File: src/rtl/uart_tx_arbiter_if.sv
// Handshake bundle between the byte producers, the round-robin arbiter and the shared uart_tx.
// The slave modport is the arbiter's view; master is the surrounding environment's view.
interface uart_tx_arbiter_if #(
    parameter int N_REQ = 4
);
    logic [N_REQ-1:0]   req;
    logic [8*N_REQ-1:0] req_data;
    logic [N_REQ-1:0]   req_last;
    logic [N_REQ-1:0]   ack;
    logic [N_REQ-1:0]   grant;
    logic               tx_start;
    logic [7:0]         tx_data;
    logic               tx_complete;
    logic               busy;
    logic [15:0]        bytes_sent;

    modport slave (
        input  req, req_data, req_last, tx_complete,
        output ack, grant, tx_start, tx_data, busy, bytes_sent
    );

    modport master (
        output req, req_data, req_last, tx_complete,
        input  ack, grant, tx_start, tx_data, busy, bytes_sent
    );
endinterface

File: src/rtl/uart_tx_arbiter.sv
// Round-robin arbiter sharing one uart_tx serializer between N_REQ byte producers.
// A grant is held for a whole message (up to a 'last' byte) or until MAX_BURST bytes have gone out.
module uart_tx_arbiter #(
    parameter int N_REQ     = 4,
    parameter int MAX_BURST = 64
) (
    input  logic             clk,
    input  logic             rst,
    uart_tx_arbiter_if.slave bus
);
    localparam int              OW        = (N_REQ > 1) ? $clog2(N_REQ) : 1;
    localparam logic [1:0]      ST_IDLE   = 2'd0;
    localparam logic [1:0]      ST_LOAD   = 2'd1;
    localparam logic [1:0]      ST_START  = 2'd2;
    localparam logic [1:0]      ST_WAIT   = 2'd3;
    localparam logic [7:0]      BURST_LIM = 8'(MAX_BURST);
    localparam logic [OW-1:0]   OWNER_RST = OW'(N_REQ - 1);
    localparam logic [N_REQ-1:0] ONE_HOT0 = {{(N_REQ-1){1'b0}}, 1'b1};

    logic [1:0]       state_r;
    logic [N_REQ-1:0] grant_r;
    logic [N_REQ-1:0] ack_r;
    logic [OW-1:0]    owner_r;
    logic [OW-1:0]    last_owner_r;
    logic [7:0]       tx_data_r;
    logic             last_r;
    logic [7:0]       burst_r;
    logic [15:0]      bytes_sent_r;
    logic             busy_r;
    logic [OW-1:0]    pick_s;
    logic [OW:0]      cand_s;

    // Round-robin pick: nearest requester after last_owner, wrapping; descending loop leaves the nearest.
    always_comb begin
        pick_s = last_owner_r;
        cand_s = '0;
        for (int i = N_REQ; i >= 1; i--) begin
            cand_s = {1'b0, last_owner_r} + (OW+1)'(i);
            if (cand_s >= (OW+1)'(N_REQ)) begin
                cand_s = cand_s - (OW+1)'(N_REQ);
            end else begin
                cand_s = cand_s;
            end
            if (bus.req[cand_s[OW-1:0]]) begin
                pick_s = cand_s[OW-1:0];
            end else begin
                pick_s = pick_s;
            end
        end
    end

    // Arbitration FSM, byte latch, burst and frame counters.
    always_ff @(posedge clk or posedge rst) begin
        if (rst) begin
            state_r      <= ST_IDLE;
            grant_r      <= '0;
            ack_r        <= '0;
            owner_r      <= '0;
            last_owner_r <= OWNER_RST;
            tx_data_r    <= 8'd0;
            last_r       <= 1'b0;
            burst_r      <= 8'd0;
            bytes_sent_r <= 16'd0;
            busy_r       <= 1'b0;
        end else begin
            ack_r <= '0;
            case (state_r)
                ST_IDLE: begin
                    // Gating on tx_complete also covers a frame left running across a reset.
                    if ((bus.req != '0) && bus.tx_complete) begin
                        grant_r <= ONE_HOT0 << pick_s;
                        owner_r <= pick_s;
                        busy_r  <= 1'b1;
                        burst_r <= 8'd0;
                        state_r <= ST_LOAD;
                    end
                end
                ST_LOAD: begin
                    if (bus.req[owner_r]) begin
                        tx_data_r      <= bus.req_data[{owner_r, 3'b000} +: 8];
                        last_r         <= bus.req_last[owner_r];
                        ack_r[owner_r] <= 1'b1;
                        burst_r        <= (burst_r == BURST_LIM) ? burst_r : burst_r + 8'd1;
                        state_r        <= ST_START;
                    end else begin
                        grant_r      <= '0;
                        busy_r       <= 1'b0;
                        last_owner_r <= owner_r;
                        state_r      <= ST_IDLE;
                    end
                end
                ST_START: begin
                    if (!bus.tx_complete) begin
                        bytes_sent_r <= bytes_sent_r + 16'd1;
                        state_r      <= ST_WAIT;
                    end
                end
                ST_WAIT: begin
                    if (bus.tx_complete) begin
                        if (last_r || (burst_r == BURST_LIM)) begin
                            grant_r      <= '0;
                            busy_r       <= 1'b0;
                            last_owner_r <= owner_r;
                            state_r      <= ST_IDLE;
                        end else begin
                            state_r <= ST_LOAD;
                        end
                    end
                end
                default: begin
                    grant_r <= '0;
                    busy_r  <= 1'b0;
                    state_r <= ST_IDLE;
                end
            endcase
        end
    end

    assign bus.ack        = ack_r;
    assign bus.grant      = grant_r;
    assign bus.tx_start   = (state_r == ST_START);
    assign bus.tx_data    = tx_data_r;
    assign bus.busy       = busy_r;
    assign bus.bytes_sent = bytes_sent_r;
endmodule

File: src/flat_wrapper.sv
// flat-port wrapper written by rule: the top's interface ports become plain ports
module uart_tx_arbiter_flat 
#(
    parameter int N_REQ     = 4,
    parameter int MAX_BURST = 64
)
  (clk, rst, bus_req, bus_req_data, bus_req_last, bus_tx_complete, bus_ack, bus_grant, bus_tx_start, bus_tx_data, bus_busy, bus_bytes_sent);
  uart_tx_arbiter_if #(.N_REQ(N_REQ)) bus_i ();
  input  logic clk;
  input  logic rst;
  input wire logic [$bits(bus_i.req)-1:0] bus_req;
  input wire logic [$bits(bus_i.req_data)-1:0] bus_req_data;
  input wire logic [$bits(bus_i.req_last)-1:0] bus_req_last;
  input wire logic [$bits(bus_i.tx_complete)-1:0] bus_tx_complete;
  output wire logic [$bits(bus_i.ack)-1:0] bus_ack;
  output wire logic [$bits(bus_i.grant)-1:0] bus_grant;
  output wire logic [$bits(bus_i.tx_start)-1:0] bus_tx_start;
  output wire logic [$bits(bus_i.tx_data)-1:0] bus_tx_data;
  output wire logic [$bits(bus_i.busy)-1:0] bus_busy;
  output wire logic [$bits(bus_i.bytes_sent)-1:0] bus_bytes_sent;
  assign bus_i.req = bus_req;
  assign bus_i.req_data = bus_req_data;
  assign bus_i.req_last = bus_req_last;
  assign bus_i.tx_complete = bus_tx_complete;
  assign bus_ack = bus_i.ack;
  assign bus_grant = bus_i.grant;
  assign bus_tx_start = bus_i.tx_start;
  assign bus_tx_data = bus_i.tx_data;
  assign bus_busy = bus_i.busy;
  assign bus_bytes_sent = bus_i.bytes_sent;
  uart_tx_arbiter #(.N_REQ(N_REQ), .MAX_BURST(MAX_BURST)) u_core (.clk(clk), .rst(rst), .bus(bus_i));
endmodule
File: config.mk
export PLATFORM = sky130hd
export DESIGN_NAME = uart_tx_arbiter_flat
export DESIGN_NICKNAME = d
export VERILOG_FILES = /design/src/rtl/uart_tx_arbiter_if.sv /design/src/rtl/uart_tx_arbiter.sv /design/src/flat_wrapper.sv
export SDC_FILE = /design/constraint.sdc
export NUM_CORES = 1
export LEC_CHECK = 0
export ABC_AREA = 0
export CORE_ASPECT_RATIO = 1.2
export CORE_UTILIZATION = 43
export CTS_BUF_LIST = sky130_fd_sc_hd__clkbuf_8 sky130_fd_sc_hd__clkbuf_16
export DETAILED_ROUTE_END_ITERATION = 7
export PLACE_DENSITY_LB_ADDON = 0.2
export SETUP_SLACK_MARGIN = 0.15
export SYNTH_ARGS = -nofsm -noshare
export SYNTH_HDL_FRONTEND = slang
export SYNTH_SLANG_ARGS = --single-unit
File: constraint.sdc
create_clock -name clk -period 1.7 [get_ports clk]
set_clock_uncertainty 0.15 [all_clocks]
set_input_delay 0.34 -clock clk [delete_from_list [all_inputs] [get_ports clk]]
set_output_delay 0.34 -clock clk [all_outputs]
set_load 0.1 [all_outputs]
After elaboration in Yosys (flattened, before gate mapping):

Cells that the tools add are included.

* word-level logic and storage cells: 107
* bits in registers: 48
* output and inout bits: 34
* input bits: 43

* order comparisons: 10
* shift operators: 2
* mux-type cells: 48
* bitwise operators: 1
* eq/ne operators: 11
* reduce and logical (&&, ||, !) cells: 15
* add/subtract/negate cells: 10

Operator list (count)
* indexed part select 32 x 6 -> 8 bit: 1
* 2-to-1 mux 2 bit: 15
* 2-to-1 mux 4 bit: 6
* 2-to-1 mux 8 bit: 3
* adder 16 x 1 -> 16 bit, second input constant: 1
* case mux 8 bit (2 select lines): 1
* < comparator 2 x 3 -> 1 bit, second input constant: 5
* binary-select mux 1 bit (select 2 bit): 6
* >= comparator 3 bit, second input constant: 4
* 2-to-1 mux 1 bit: 12
* case mux 4 bit (3 select lines): 1
* adder 8 x 1 -> 8 bit, second input constant: 1
* == test 8 x 7 -> 1 bit, second input constant: 1
* != test 2 bit, second input constant: 4
* case mux 2 bit (4 select lines): 1
* AND reduction 4 bit: 2
* subtractor 2 x 1 -> 2 bit, second input constant: 4
* adder 2 x 2 -> 3 bit, second input constant: 2
* != test 2 x 1 -> 1 bit, second input constant: 3
* AND reduction 2 bit: 3
* AND reduction 5 bit: 1
* == test 2 bit, second input constant: 2
* case mux 2 bit (2 select lines): 1
* nonzero test 2 bit: 2
* other kinds (14): 15

Depth between registers and ports, before layout:

Gate-level depths: netlist of run 1.

* depth after elaboration: 12
* gate-level depth with buffers: 7
* mapped depth without buffers: 6

Least setup slack after synthesis of run 1:

Ideal clock, no wire load.

* path kind: reg-to-output
* start point: reg u_core.state_r[0]
* end point: out bus_tx_start
* cell stages (with the launch flop): 3
* path buffers: 1
* required time: 1.210 ns
* setup slack: -0.713 ns
* arrival time: 1.923 ns
* cells stage by stage: dfrtp_1 > buf_4 > nor2b_1

* word-level cells in the longest chain between the ends: 1

Ends and longest elaborated chain
* from (decl): RTL line uart_tx_arbiter.sv:20 `logic [1:0] state_r;`
* from (signal assigned): RTL line uart_tx_arbiter.sv:55 `state_r <= ST_IDLE;`
* from (signal assigned): RTL line uart_tx_arbiter.sv:75 `state_r <= ST_LOAD;`
* from (signal assigned): RTL line uart_tx_arbiter.sv:84 `state_r <= ST_START;`
* == test 2 bit: RTL line uart_tx_arbiter.sv:121 `assign bus.tx_start = (state_r == ST_START);`
* to (decl): RTL line flat_wrapper.sv:17 `output wire logic [$bits(bus_i.tx_start)-1:0] bus_tx_start;`

No other way between the ends.

Worst setup path in the final report of run 1:

* start point: reg u_core.owner_r[1]
* end point: reg u_core.burst_r[7]

* word-level cells in the longest chain between the ends: 4

Ends and longest elaborated chain
* from (decl): RTL line uart_tx_arbiter.sv:23 `logic [OW-1:0] owner_r;`
* from (signal assigned): RTL line uart_tx_arbiter.sv:72 `owner_r <= pick_s;`
* binary-select mux 1 bit (select 2 bit): RTL line uart_tx_arbiter.sv:79 `if (bus.req[owner_r]) begin`
* 2-to-1 mux 1 bit (implied by the code): RTL line uart_tx_arbiter.sv:79
* != test 2 x 1 -> 1 bit (no line)
* AND reduction 4 bit (no line)
* to (signal assigned): RTL line uart_tx_arbiter.sv:83 `burst_r <= (burst_r == BURST_LIM) ? burst_r : burst_r + 8'd1;`
* to (decl): RTL line uart_tx_arbiter.sv:27 `logic [7:0] burst_r;`

No other way between the ends. The select of a mux whose other input is x is not followed.
A chain may end at the register's enable or synchronous reset.

==> metrics.csv, run 1 <==
stage;metric;value;unit
global_routing;largest net degree at the start of global routing;49;
logic_synthesis;Post-Synth Adder-Cell Area;0.0147;
outcome;status;finished, violations left;
die;Starting Density;0.448;
logic_synthesis;mux cell area share after synthesis;0.156;
critical_path;crit path capture type;flop;
layout;P&R area growth vs syn;79.9;%
place;hpwl dp;4620;µm
layout;end-of-flow core utilization;0.807;
layout;area occupied by registers;1250;µm²
global_routing;total gr overflow;0;
layout;Final Non-Filler Cells;421;
place;I/O Buffers;76;
route;wire length per cell;18.1;µm
die;Die Y-Extent;86.5;µm
global_routing;first-pass GRT wire length;11200;µm
sta;final count of hold timing violations;0;
power_and_ir_drop;leak pwr;1.98;nW
route;drt total wl;7610;µm
outcome;failing checks;negative setup slack;
worst_hold_path;worst hold path class;in2reg;
clock_network;H-tree level count;2;
sta;worst slew pin tran;0.322;ns
route;vias per inst;5.50;
flow_run;max_cap viols;0;
clock_network;CTS tree;yes;
logic_synthesis;ys flop type;dfrtp_1;
logic_synthesis;Seq/Total Area, Yosys;0.470;
clock_network;Clk Latency, worst-skew pair;0.30;ns
layout;ANT cells;0;
logic_synthesis;Yosys cell types;55;
global_routing;GRT Overall Usage;0.238;
sta;TNS Setup;-2.07;ns
sta;Slew Viols, Final;0;
critical_path;worst r2r src;u_core.owner_r[1];
logic_synthesis;Syn Inst Count;211;
die;die width;72.4;µm
logic_synthesis;Synth Net Count;257;
critical_path;flop-to-flop setup slack;-0.14;ns
sta;fmax;0.543;GHz
route;Vias;2317;
logic_synthesis;Post-synth ARST share;1.00;
power_and_ir_drop;Power Total;7.89;mW
die;num ports;77;
critical_path;r2r worst-path depth;7;
critical_path;Startpoint Class;flop;
logic_synthesis;largest family of logic cells by synthesized area;simple AND/OR/NAND/NOR gates;
logic_synthesis;Synth Area in Compound Gates;0.0699;
worst_hold_path;Worst Hold Depth;2;
critical_path;CP arrival;1.87;ns
layout;fill count;301;
logic_synthesis;number of flops mapped to enable cells by yosys;0;
sta;worst setup margin;-0.143;ns
clock_network;# hold bufs at CTS;0;
logic_synthesis;Syn Area/Cell;12.1;µm²
route;number of antenna-violating nets in the routed design;0;
logic_synthesis;flops & latches, synth;48;
route;first-pass detailed-route iteration total;4;
logic_synthesis;post-synth design cell area;2560;µm²
die;die area;6260;µm²
logic_synthesis;top-count cell post-synth;dfrtp_1;
sta;number of endpoints failing setup at the final stage;24;
layout;Nets;386;
worst_hold_path;hold path start;bus_req[0];
critical_path;WP data required;1.73;ns
power_and_ir_drop;pwr dens;1710;nW/µm²
layout;layout cells sized above 1;0.519;
global_routing;vias in the first global route;2313;
place;placed insts;390;
clock_network;Worst-path clk slew;0.10;ns
critical_path;Max FO, Critical Path;5;
sta;worst rel slew slack;0.783;
critical_path;Setup CP Type;reg2reg;
clock_network;CTS Buffer Depth;2;
place;GPL Wtd Cong;0.775;
logic_synthesis;top cell type by total area after synthesis;dfrtp_1;
sta;RSZ-0062 raised after global routing;true;
layout;multi-input logic area;1540;µm²
logic_synthesis;Synth Area in Simple Gates;0.196;
global_routing;initial antenna violation count;0;
logic_synthesis;top cell type's share of synthesized area;0.450;
critical_path;RR Endpoint;u_core.burst_r[7];
sta;fin crit period;1.84;ns
worst_hold_path;Hold EP;u_core.bus.ack[0];
clock_network;clock sink count;48;
logic_synthesis;Synth area leaders;dfrtp_1, mux4_2, mux2_2, xor2_1, dfstp_2;
logic_synthesis;Synth Area in XOR/XNOR;0.0616;
power_and_ir_drop;Max VDD drop;1.72;mV
clock_network;cts bufs inserted;5;
route;initial DRC count;126;
die;num rows;30;
route;DRC Markers;0;
clock_network;CTS root buffer;clkbuf_8;
logic_synthesis;Synth top cells by count;dfrtp_1, nand2_1, xor2_1;
sta;period utilization;1.08;
die;core footprint;5710;µm²
logic_synthesis;yosys warns;0;
## layer usage
layer / GRT usage / wire length (µm) / vias to the layer above
li1: - / - / 1042
met1: 0.282 / 2880 / 1147
met2: 0.431 / 4130 / 110
met3: 0.0453 / 356 / 18
met4: 0.0766 / 237 / 0
met5: 0 / 0 / -
## worst max-delay path, cell delays in order, from the launching register on
cell     delay [ns]
dfrtp_1        0.41
mux4_2         0.37
buf_6          0.11
nand2_4        0.05
buf_12         0.13
buf_4          0.13
o31ai_1        0.26
a21oi_1        0.11
## cells in the final DEF, fill, tap and decap left out, types with 4 or more instances in the layout
| cell | n |
|---|---|
| buf_6 | 18 |
| nand2_1 | 12 |
| mux2_2 | 9 |
| clkdlybuf4s50_1 | 37 |
| dfrtp_4 | 10 |
| xnor2_1 | 5 |
| dfrtp_2 | 5 |
| and4_1 | 5 |
| mux4_2 | 10 |
| nor2_1 | 7 |
| nand3_1 | 4 |
| nand4_1 | 7 |
| buf_12 | 36 |
| buf_4 | 35 |
| clkbuf_8 | 5 |
| xor2_1 | 12 |
| mux2_4 | 4 |
| dfrtp_1 | 31 |
## where the power goes
part	switching, mW	total, mW	internal, mW	leakage (nW)
Clock	0.389	0.824	0.436	0.0541
Combinational	2.88	5.15	2.27	1.33
Sequential	0.406	1.92	1.51	0.600
Total	3.67	7.89	4.22	1.98
## flip-flops by register name, indices dropped and copies added (netlist names), named ones only
signal and cells:
u_core.burst_r 8, u_core.bus.ack 4, u_core.bus.busy 1, u_core.bus.bytes_sent 16, u_core.bus.grant 4, u_core.bus.tx_data 8, u_core.last_owner_r 2, u_core.last_r 1
u_core.owner_r 2, u_core.state_r 1
## how the worst max path moves through the flow
stage | from | endpoint | slack [ns] | depth (start not counted)
final | u_core.owner_r[1] | u_core.burst_r[7] | -0.14 | 7
after global routing | u_core.burst_r[0] | u_core.bus.grant[0] | -0.19 | 7
after CTS | u_core.owner_r[1] | u_core.bus.grant[2] | -0.11 | 5
after detailed placement | bus_req[1] | u_core.bus.grant[2] | -0.60 | 5
after global placement | bus_req[1] | u_core.bus.grant[2] | -0.54 | 5
after floorplan | u_core.owner_r[1] | u_core.bus.grant[2] | -0.12 | 6
## cell families (layout without fill, tap and decap cells)
| group | count (synthesis) | in the layout |
|---|---|---|
| and+or+nand+nor | 79 | 81 |
| muxes | 25 | 25 |
| DFF | 48 | 48 |
| AOI/OAI and AO/OA | 25 | 25 |
| buffers and inverters | 13 | 141 |
| adders and majority gates | 3 | 3 |
| xor gates and xnor gates | 18 | 18 |
## per-stage QoR
step,hold slack (ns),worst slack (ns),area (µm²)
floorplan,0.219,-0.118,2690
CTS,0.171,-0.113,4470
detailed placement,0.352,-0.604,4070
finish,0.172,-0.143,4600
global route,0.167,-0.189,4600
global placement,0.349,-0.540,4070
## timing repair
action                     CTS  global route
gates resized for setup     48            20
setup endpoints to repair   40            38
setup buffers               14             7
gates cloned                 2             0
pin swaps                   19            25
## cell type report
| class | instances | share of cell area |
|---|---|---|
| inverters | 3 | 0.00326 |
| clock buffers | 5 | 0.0149 |
| well taps | 80 | 0.0217 |
| multi-input cells | 152 | 0.335 |
| clock inverters | 3 | 0.00924 |
| flip-flops and latches | 48 | 0.271 |
| repair buffers | 130 | 0.345 |
No activity file was read; power rests on OpenSTA's default activity.
==> inputs of run 2 (changes only) <==
--- a/config.mk
+++ b/config.mk
@@ -9,6 +9,7 @@
 export CORE_ASPECT_RATIO = 1.2
 export CORE_UTILIZATION = 43
 export CTS_BUF_LIST = sky130_fd_sc_hd__clkbuf_8 sky130_fd_sc_hd__clkbuf_16
+export CTS_CLUSTER_DIAMETER = 60
 export DETAILED_ROUTE_END_ITERATION = 7
 export PLACE_DENSITY_LB_ADDON = 0.2
 export SETUP_SLACK_MARGIN = 0.15
==> results of run 2 <==
No change in the layout: final DEF, timing and power equal those of run 1.
